### src/rtl/adder16_operand_deser.sv
// -----------------------------------------------------------------------------
// adder16_operand_deser
//
// Streaming front-end for the 16-input adder tree. Collects one operand per
// cycle into a frame of NSLOT slots and presents the whole frame as a packed
// parallel bus. A flush closes a partial frame early and zero-pads the unused
// slots, so the downstream sum equals the sum of the real operands.
//
// Ports:
//   clk        rising-edge clock
//   rst        asynchronous, active-high reset
//   in_data    operand word
//   in_valid   in_data is valid this cycle
//   in_ready   block accepts an operand this cycle (high while filling)
//   flush      close the current partial frame and zero-pad it
//   out_bus    frame; slot k at bits [k*DWIDTH +: DWIDTH]
//   out_count  number of real operands in the presented frame (1..NSLOT)
//   out_valid  out_bus holds a complete frame
//   out_ready  consumer accepts the frame this cycle
// -----------------------------------------------------------------------------
module adder16_operand_deser #(
  parameter int DWIDTH = 16,
  parameter int NSLOT  = 16,
  parameter int CWIDTH = 5
) (
  input  logic                    clk,
  input  logic                    rst,
  input  logic [DWIDTH-1:0]       in_data,
  input  logic                    in_valid,
  output logic                    in_ready,
  input  logic                    flush,
  output logic [NSLOT*DWIDTH-1:0] out_bus,
  output logic [CWIDTH-1:0]       out_count,
  output logic                    out_valid,
  input  logic                    out_ready
);

  typedef enum logic {
    FILL = 1'b0,
    HOLD = 1'b1
  } state_t;

  state_t                        state, state_next;
  logic [CWIDTH-1:0]             cnt;
  logic [NSLOT-1:0][DWIDTH-1:0]  slot_q;

  logic                          accept;
  logic                          full;
  logic                          close_frame;
  logic [CWIDTH-1:0]             fill_n;

  // Fill count after this edge's (possible) acceptance. cnt is at most
  // NSLOT-1 while filling, so fill_n reaches NSLOT at most and fits CWIDTH.
  assign accept = in_valid && (state == FILL);
  assign fill_n = cnt + CWIDTH'(accept);
  assign full   = accept && (cnt == CWIDTH'(NSLOT - 1));

  assign in_ready  = (state == FILL);
  assign out_valid = (state == HOLD);
  assign out_bus   = slot_q;

  // A frame closes when the last slot is written, or on a flush that leaves
  // at least one real operand; a flush on an empty frame is ignored.
  always_comb begin
    // NOTE: every always_comb output gets a default first so no path leaves
    // it unassigned, which would infer a latch.
    close_frame = 1'b0;
    state_next  = state;
    case (state)
      FILL: begin
        close_frame = full || (flush && (fill_n != '0));
        if (close_frame) state_next = HOLD;
      end
      HOLD: begin
        if (out_ready) state_next = FILL;
      end
      default: state_next = FILL;
    endcase
  end

  always_ff @(posedge clk or posedge rst) begin
    // NOTE: sequential state uses non-blocking assignments so every register
    // samples pre-edge values regardless of process ordering.
    if (rst) state <= FILL;
    else     state <= state_next;
  end

  always_ff @(posedge clk or posedge rst) begin
    if (rst) begin
      cnt       <= '0;
      out_count <= '0;
    end else if (close_frame) begin
      cnt       <= '0;
      out_count <= fill_n;
    end else if (accept) begin
      cnt       <= cnt + 1'b1;
    end
  end

  // Slots are not cleared on handoff: a frame is presented only after every
  // slot has been rewritten or zero-padded, so stale data never shows.
  always_ff @(posedge clk or posedge rst) begin
    // NOTE: the slot array is reset because the bus is visible at reset and
    // must read as zero; it is small enough to live in flops, not RAM.
    if (rst) begin
      slot_q <= '0;
    end else begin
      for (int k = 0; k < NSLOT; k++) begin
        if (accept && (cnt == CWIDTH'(k)))
          slot_q[k] <= in_data;
        else if (close_frame && (CWIDTH'(k) >= fill_n))
          slot_q[k] <= '0;
      end
    end
  end

endmodule
### config.mk
export PLATFORM = sky130hd
export DESIGN_NAME = adder16_operand_deser
export DESIGN_NICKNAME = d
export VERILOG_FILES = /design/src/rtl/adder16_operand_deser.sv
export SDC_FILE = /design/constraint.sdc
export NUM_CORES = 1
export LEC_CHECK = 0
export ABC_CLOCK_PERIOD_IN_PS = 14900
export CORE_ASPECT_RATIO = 2
export CORE_UTILIZATION = 53
export CTS_CLUSTER_DIAMETER = 50
export DETAILED_ROUTE_END_ITERATION = 16
export PLACE_DENSITY_LB_ADDON = 0.3
export SLEW_MARGIN = 20
export SYNTH_ARGS = -nofsm -noshare
export SYNTH_HDL_FRONTEND = slang
export SYNTH_SLANG_ARGS = --single-unit
### constraint.sdc
create_clock -name clk -period 14.9 [get_ports clk]
set_clock_uncertainty 0.1 [all_clocks]
set_input_delay 2.235 -clock clk [delete_from_list [all_inputs] [get_ports clk]]
set_output_delay 2.235 -clock clk [all_outputs]
set_load 0.02 [all_outputs]
==> metrics.yaml, run 1 <==
logic_synthesis:
  ys_seq_area_share_pct: 60.91
  async_flop_share_pct: 100.0
  ys_ff_latch: 267
  synth_nets: 1140
  netlist_area_um2: 10970
  synth.distinct_cells: 52
  synth_edf_count: 0
  syn_avg_cell_area_um2: 9.864
  syn_inst: 1112
  yosysWarnings: 0
  ys.flop_type: "dfrtp_1"
timing:
  fin_crit_sh_pct: 39.53
  fin_tns_setup_ns: 0
  fmax_mhz: 169.8
  setup_viol: 0
  whs_ns: 0.3972
  max_slew_margin_pct: 21.67
  worst_pin_slew_ns: 1.171
  min_period_ns: 5.891
  maxSlewViolCount: 0
  hold_viol_final: 0
  rsz0062_at_grt: "false"
  setup_ws_ns: 9.009
drt:
  wl_met1_um: 12720
  route.detailed.drc: 0
  drt_iter0_markers: 696
  wl_per_cell_um: 22.46
  routed_via_density: 5.871
  wl_um: 36290
  vias: 9487
  ant_nets: 0
  top_layer: "met4"
  wl_met3_um: 3098
  wl_met2_um: 18300
  drt_pass1_iterations: 5
placed_design:
  post-place-ws_ns: 8.610
  place_inst: 1575
  port_buffers: 283
  post-dp-hpwl_um: 24870
  gp_congestion: 0.9114
  placed_area_um2: 13830
die:
  rows: 74
  core_um2: 20370
  start_util_pct: 53.85
  die-area_um2: 21310
  die_height_um: 205.5
  die_width_um: 103.7
  io_pins: 284
critical_path:
  cp-end-kind: "flop"
  cp_max_fo: 17
  cp_slowest_cell: "o31ai_4"
  crit_required_ns: 15.22
  path_class: "in2reg"
  path_buf_inv: 2
  cpLargestDelayFamily: "compound AO/OA/AOI/OAI gates"
  path_cells: "clkdlybuf4s50_1 > nand2_2 > inv_2 > ha_1 > ha_1 > and2_1 > a21oi_1 > o31ai_4 > a21oi_1 > o21ai_0"
  arrival_ns: 6.21
  startpoint_type: "input pin"
  slowest_delay_ns: 0.82
cts:
  htree_levels: 1
  tritoncts: "built"
  post_cts_resize_count: 0
  cts_hold_buf: 0
  post_cts.repair.setup_buffers: 0
  insertion_delay_ns: 0.51
  cts_buffer_depth: 3
  cts.sinks: 267
  clk_pin_slew_worst_paths_ns: 0.07
  cts-root-buf: "clkbuf_16"
  cts_buffers: 23
cells_and_area:
  drive_gt1_share_pct: 5.704
  multi_input_area_um2: 3880
  fin_area_um2: 14650
  final_nets: 1362
  antenna_cells: 0
  final_cell_count_no_fill: 1616
  syn2layout_area_growth_pct: 33.57
  mostFrequentLayoutCells: "368 x nand2_1, 283 x clkdlybuf4s50_1, 267 x dfrtp_1"
  layout_commonest_cell: "nand2_1"
  fillCellCount: 1484
  regArea_um2: 6681
job:
  cap_violations: 0
status:
  status: "complete, no violations"
pwr:
  max-vdd-ir-drop_uv: 115.2
  power_density_nw_per_um2: 156.9
  leakage_nw: 6.292
global_route:
  grtUsageTotal_pct: 33.92
  antenna_found_initial: 0
  grt-ovfl-total: 0
  grt_pass1_wl_um: 55100
  grt_pass1_vias: 9473
  grt_max_degree: 141
min_path:
  worst_hold_path_type: "reg2reg"
[state kept, by name (all words and copies together), names as in the netlist]
| register | cells |
|---|---|
| out_bus | 256 |
| out_count | 5 |
| out_valid | 1 |
| cnt | 5 |
[metal layers]
layer	up-vias	track usage, %
li1	4176	-
met1	4647	39.49
met2	541	58.65
met3	123	6.747
met4	0	19.08
met5	-	0
[Yosys cell counts, types with 2 or more instances]
| library cell | count | area (um^2) |
|---|---|---|
| a22oi_1 | 2 | 15.01 |
| nor3_1 | 3 | 15.01 |
| and2_1 | 6 | 37.54 |
| buf_1 | 16 | 60.06 |
| xnor2_1 | 4 | 35.03 |
| dfrtp_1 | 267 | 6681 |
| or3_1 | 2 | 12.51 |
| nand3_1 | 6 | 30.03 |
| nand2_2 | 3 | 18.77 |
| xor2_1 | 2 | 17.52 |
| o21ai_1 | 4 | 20.02 |
| and3_1 | 6 | 37.54 |
| nand2_1 | 368 | 1381 |
| ha_1 | 7 | 87.58 |
| buf_4 | 4 | 30.03 |
| clkbuf_2 | 2 | 10.01 |
| or2_2 | 2 | 12.51 |
| nor2b_1 | 3 | 18.77 |
| o22ai_1 | 3 | 18.77 |
| clkbuf_1 | 59 | 221.5 |
| inv_1 | 8 | 30.03 |
| mux2_2 | 5 | 56.30 |
| o21ai_0 | 96 | 480.5 |
| a221oi_2 | 2 | 30.03 |
| nand4_1 | 9 | 56.30 |
| buf_2 | 14 | 70.07 |
| a22o_1 | 80 | 700.7 |
| a211oi_2 | 4 | 50.05 |
| nor3_2 | 2 | 20.02 |
| a21oi_1 | 90 | 450.4 |
| nor2_1 | 10 | 37.54 |
| a21boi_0 | 3 | 22.52 |
[power by group]
| part | internal [mW] | leakage (nW) | switching (mW) |
|---|---|---|---|
| Sequential | 0.826 | 3.67 | 0.0782 |
| Clock | 0.372 | 0.402 | 0.270 |
| Combinational | 0.299 | 2.22 | 0.454 |
| Total | 1.50 | 6.29 | 0.802 |
[cell type report]
type | count | share of cell area (%)
Multi-Input combinational cell | 740 | 26.48
Inverter | 9 | 0.2818
Sequential cell | 267 | 45.60
Clock inverter | 8 | 0.8540
Tap cell | 266 | 2.272
Clock buffer | 33 | 4.663
Timing Repair Buffer | 293 | 19.85
[final timing paths]
| path | from | end | slack, ns | depth (start not counted) |
|---|---|---|---|---|
| min in group asynchronous | rst | out_bus[254] | 2.21 | 2 |
| max reg2reg | out_valid | out_bus[223] | 10.77 | 9 |
| max | in_valid | out_bus[223] | 9.01 | 10 |
| max in group asynchronous | rst | out_bus[162] | 10.23 | 4 |
| min | out_bus[251] | out_bus[251] | 0.40 | 1 |
| min reg2reg | out_bus[251] | out_bus[251] | 0.40 | 1 |
[kinds of logic (layout without fill, tap and decap cells)]
family,count (synthesis),after routing,share of synthesized area (%)
buf+inv,105,343,3.981
xor+xnor,6,6,0.4791
flops,267,267,60.91
compound gates,294,294,17.37
mux,6,6,0.6045
simple gates,426,426,15.76
fa+ha+maj,8,8,0.8897
[through the flow]
stage / utilization (%) / power, mW
2_1_floorplan: - / 1.332
3_3_place_gp: 67.87 / 1.646
3_5_place_dp: 67.88 / 1.660
4_1_cts: 71.85 / 2.295
5_1_grt: 71.93 / 2.380
6_report: 71.93 / 2.299
(Power assumes the default switching activity.)
==> run 2, diff against run 1 <==
--- a/config.mk
+++ b/config.mk
@@ -5,9 +5,9 @@
 export SDC_FILE = /design/constraint.sdc
 export NUM_CORES = 1
 export LEC_CHECK = 0
-export ABC_CLOCK_PERIOD_IN_PS = 14900
+export ABC_CLOCK_PERIOD_IN_PS = 5060
 export CORE_ASPECT_RATIO = 2
-export CORE_UTILIZATION = 53
+export CORE_UTILIZATION = 44
 export CTS_CLUSTER_DIAMETER = 50
 export DETAILED_ROUTE_END_ITERATION = 16
 export PLACE_DENSITY_LB_ADDON = 0.3
==> constraint.sdc (replaced) <==
create_clock -name clk -period 5.06 [get_ports clk]
set_clock_uncertainty 0.1 [all_clocks]
set_input_delay 0.759 -clock clk [delete_from_list [all_inputs] [get_ports clk]]
set_output_delay 0.759 -clock clk [all_outputs]
set_load 0.02 [all_outputs]
==> metrics.yaml, run 2 (synthesis results as in run 1) <==
timing:
  min_period_ns: 4.026
  worst_pin_slew_ns: 1.116
  fin_tns_setup_ns: 0
  fin_crit_sh_pct: 79.56
  whs_ns: 0.3959
  maxSlewViolCount: 0
  hold_viol_final: 0
  rsz0062_at_grt: "false"
  setup_viol: 0
  max_slew_margin_pct: 25.36
  setup_ws_ns: 1.034
  fmax_mhz: 248.4
critical_path:
  startpoint_type: "flop"
  crit_required_ns: 5.34
  startpoint: "out_valid"
  cp-end-kind: "flop"
  r2r-start: "out_valid"
  path_class: "reg2reg"
  cp_max_fo: 16
  arrival_ns: 4.30
drt:
  wl_per_cell_um: 21.94
  drt_iter0_markers: 788
  vias: 9474
  routed_via_density: 5.599
  route.detailed.drc: 0
  drt_pass1_iterations: 5
  ant_nets: 0
  wl_um: 37120
cells_and_area:
  mostFrequentLayoutCells: "368 x nand2_1, 283 x clkdlybuf4s50_1, 267 x dfrtp_1"
  layout_commonest_cell: "nand2_1"
  largest_register_ffs: 256
  fillCellCount: 2029
  antenna_cells: 0
  drive_gt1_share_pct: 6.324
  final_cell_count_no_fill: 1692
  syn2layout_area_growth_pct: 35.57
  final_nets: 1372
cts:
  cts_hold_buf: 0
  post_cts.repair.setup_buffers: 0
  cts_buffers: 25
  post_cts_resize_count: 0
  cts-root-buf: "clkbuf_16"
  htree_levels: 1
  tritoncts: "built"
  cts.sinks: 267
  clk_pin_slew_worst_paths_ns: 0.07
  insertion_delay_ns: 0.54
  cts_buffer_depth: 3
die:
  io_pins: 284
  rows: 81
  die_width_um: 113.6
  die_height_um: 225.3
  die-area_um2: 25600
  core_um2: 24420
  start_util_pct: 44.91
pwr:
  pwr-share-clk_pct: 28.8
  power_density_nw_per_um2: 464.0
  sw_frac_of_total_pct: 34.85
  leakage_nw: 6.351
  sequentialPowerShare_pct: 38.7
  p_int_mw: 4.495
  p_switching_mw: 2.405
  combPwrFrac_pct: 32.5
  p_total_mw: 6.900
  max-vdd-ir-drop_uv: 252.9
min_path:
  worst_hold_path_type: "reg2reg"
  min_from: "out_bus[13]"
placed_design:
  place_inst: 1648
  port_buffers: 283
  post-place-ws_ns: 0.4891
  post-dp-hpwl_um: 25920
  gp_congestion: 0.9020
global_route:
  grt_max_degree: 93
  antenna_found_initial: 0
  grt_pass1_vias: 9472
  grt_pass1_wl_um: 56410
  grtUsageTotal_pct: 29.20
  grt-ovfl-total: 0
job:
  cap_violations: 0
status:
  status: "complete, no violations"
run 2: cell count changes in the layout (fill, tap and decap cells not counted), sizes merged:
cell / delta
buf: +8
clkinv: -1
bufinv: +1
clkinvlp: +2
run 2: final cells by class:
cell class / instances / area [um^2] / area share [%]
Clock inverter: 10 / 162.7 / 1.094
Timing Repair Buffer: 301 / 2993 / 20.13
Tap cell: 332 / 415.4 / 2.793
Sequential cell: 267 / 6681 / 44.93
Multi-Input combinational cell: 740 / 3895 / 26.19
Inverter: 9 / 37.54 / 0.2524
Clock buffer: 33 / 685.7 / 4.611
run 2: metal layers:
layer,global-route usage [%],up-vias,part of all wire (%)
li1,-,4196,-
met1,33.19,4738,35
met2,51.12,442,52
met3,5.729,98,7.0
met4,15.70,0,5.5
met5,0,-,0
run 2: power by group through the flow:
stage               logic [mW]  clock network, mW  registers, mW
floorplan                0.939                  0           2.98
global placement          2.18                  0           2.69
detailed placement        2.22                  0           2.70
CTS                       2.23               2.00           2.67
global route              2.38               2.08           2.70
finish                    2.24               1.99           2.67
run 2: worst paths after layout:
kind / endpoint / slack [ns] / cells past startpoint
max in group asynchronous: out_bus[156] / 3.36 / 3
worst max-delay path: out_bus[123] / 1.03 / 11
min in group asynchronous: out_bus[23] / 0.51 / 2
worst min-delay path: out_bus[13] / 0.40 / 1
worst max register to register: out_bus[123] / 1.03 / 11
worst min register to register: out_bus[13] / 0.40 / 1
run 2: through the flow:
step / cell area, um^2 / utilization, %
after CTS: 14840 / 60.77
after floorplan: 10970 / -
after global placement: 13970 / 57.21
after detailed placement: 13990 / 57.30
final: 14870 / 60.88
after global routing: 14870 / 60.88
run 2: critical path, cell delays in order (launching register included):
cell     delay, ns
dfrtp_1       0.56
inv_1         0.18
nand2_2       0.21
inv_2         0.12
ha_1          0.25
ha_1          0.51
or2_2         0.26
o31a_1        0.21
o31ai_4       0.20
buf_4         0.23
a21oi_1       0.79
o21ai_0       0.24
==> run 3, diff against run 2 <==
--- a/config.mk
+++ b/config.mk
@@ -5,7 +5,7 @@
 export SDC_FILE = /design/constraint.sdc
 export NUM_CORES = 1
 export LEC_CHECK = 0
-export ABC_CLOCK_PERIOD_IN_PS = 5060
+export ABC_CLOCK_PERIOD_IN_PS = 3500
 export CORE_ASPECT_RATIO = 2
 export CORE_UTILIZATION = 44
 export CTS_CLUSTER_DIAMETER = 50
==> constraint.sdc (replaced) <==
create_clock -name clk -period 3.5 [get_ports clk]
set_clock_uncertainty 0.1 [all_clocks]
set_input_delay 0.525 -clock clk [delete_from_list [all_inputs] [get_ports clk]]
set_output_delay 0.525 -clock clk [all_outputs]
set_load 0.02 [all_outputs]
==> metrics.yaml, run 3 (synthesis results as in run 1) <==
global_route:
  antenna_found_initial: 0
  grt_max_degree: 57
  grt_pass1_vias: 9868
  grtUsageTotal_pct: 30.02
  grt_pass1_wl_um: 57810
  grt-ovfl-total: 0
job:
  cap_violations: 0
cells_and_area:
  fin_area_um2: 15010
  antenna_cells: 0
  drive_gt1_share_pct: 8.411
  syn2layout_area_growth_pct: 36.85
  mostFrequentLayoutCells: "368 x nand2_1, 283 x clkdlybuf4s50_1, 267 x dfrtp_1"
  fillCellCount: 2013
  largest_register_ffs: 256
  layout_commonest_cell: "nand2_1"
  final_nets: 1408
drt:
  drt_iter0_markers: 667
  ant_nets: 0
  routed_via_density: 5.580
  wl_per_cell_um: 21.98
  wl_um: 37880
  drt_pass1_iterations: 5
  route.detailed.drc: 0
  vias: 9615
die:
  start_util_pct: 44.91
  core_um2: 24420
  rows: 81
  die_width_um: 113.6
  io_pins: 284
  die-area_um2: 25600
  die_height_um: 225.3
cts:
  htree_levels: 1
  post_cts.repair.setup_buffers: 0
  cts_buffers: 24
  cts_buffer_depth: 3
  insertion_delay_ns: 0.54
  cts_hold_buf: 0
  tritoncts: "built"
  cts.sinks: 267
  cts-root-buf: "clkbuf_16"
  post_cts_resize_count: 0
  clk_pin_slew_worst_paths_ns: 0.06
timing:
  fin_crit_sh_pct: 88.33
  whs_ns: 0.3982
  setup_viol: 0
  max_slew_margin_pct: 23.76
  rsz0062_at_grt: "false"
  hold_viol_final: 0
  setup_ws_ns: 0.4085
  maxSlewViolCount: 0
  worst_pin_slew_ns: 1.140
  fin_tns_setup_ns: 0
  fmax_mhz: 323.5
  min_period_ns: 3.091
status:
  status: "complete, no violations"
critical_path:
  arrival_ns: 3.43
  path_class: "reg2reg"
  worst-r2r-setup-slack_ns: 0.41
  cp-end-kind: "flop"
  cp_max_fo: 17
  startpoint_type: "flop"
  reg2reg_depth: 10
  r2r_end: "out_bus[154]"
  crit_required_ns: 3.84
  r2r-start: "out_valid"
min_path:
  worst_hold_path_type: "reg2reg"
  min_from: "out_bus[9]"
  hold_end: "out_bus[9]"
  whs_path_depth: 1
placed_design:
  placed_area_um2: 14290
  gp_congestion: 0.8756
  post-place-ws_ns: -0.09407
  port_buffers: 283
  post-dp-hpwl_um: 26450
pwr:
  leakage_nw: 6.475
  p_total_mw: 9.785
  max-vdd-ir-drop_uv: 348.2
  power_density_nw_per_um2: 651.8
run 3: cell types whose count changed in the layout (fill, tap and decap cells not counted), moves of 2 or more:
cell	change
a211oi_2	+2
buf_4	+36
clkbuf_1	-2
bufinv_16	-3
a211oi_4	-2
run 3: worst max-delay path by stage:
stage          startpoint            to  slack, ns  cells after the start
3_5_place_dp     in_valid  out_bus[168]      -0.09                     11
3_3_place_gp     in_valid  out_bus[166]      -0.06                     10
2_1_floorplan         rst        cnt[0]      -0.65                      1
5_1_grt         out_valid  out_bus[154]       0.17                     10
4_1_cts         out_valid  out_bus[154]       0.37                     10
6_report        out_valid  out_bus[154]       0.41                     10
run 3: metal layers:
layer	share of wire [%]	global-route usage (%)
met5	0	0
met4	6.2	18.55
met3	7.4	5.863
met2	51	51.85
met1	35	33.75
run 3: per-stage QoR:
| stage | instances | utilization (%) |
|---|---|---|
| floorplan | 1112 | - |
| global placement | 1686 | 58.49 |
| detailed placement | 1686 | 58.49 |
| CTS | 1723 | 61.46 |
| global route | 1723 | 61.46 |
| finish | 1723 | 61.46 |
run 3: worst max-delay path, cell delays in order (launching register included):
cell and delay (ns):
dfrtp_1 0.38, inv_1 0.15, nand2_2 0.08, inv_2 0.06
ha_1 0.16, ha_1 0.24, or2_2 0.34, o31ai_4 0.80
a221oi_2 0.20, buf_4 0.24, o21ai_0 0.24
run 3: power by group:
group	total [mW]	internal, mW	switching (mW)	leakage (nW)
Combinational	3.44	1.44	2.00	2.44
Clock	2.51	1.39	1.12	0.358
Sequential	3.83	3.52	0.313	3.67
run 3: final cells by class:
cell class	count	area, um^2	share of cell area [%]
clock inverter	7	73.82	0.4917
clock buffer	30	653.1	4.351
multi-input combinational	740	3867	25.76
sequential	267	6681	44.51
timing repair buffer	338	3283	21.87
inverter	9	37.54	0.2500
tap	332	415.4	2.767
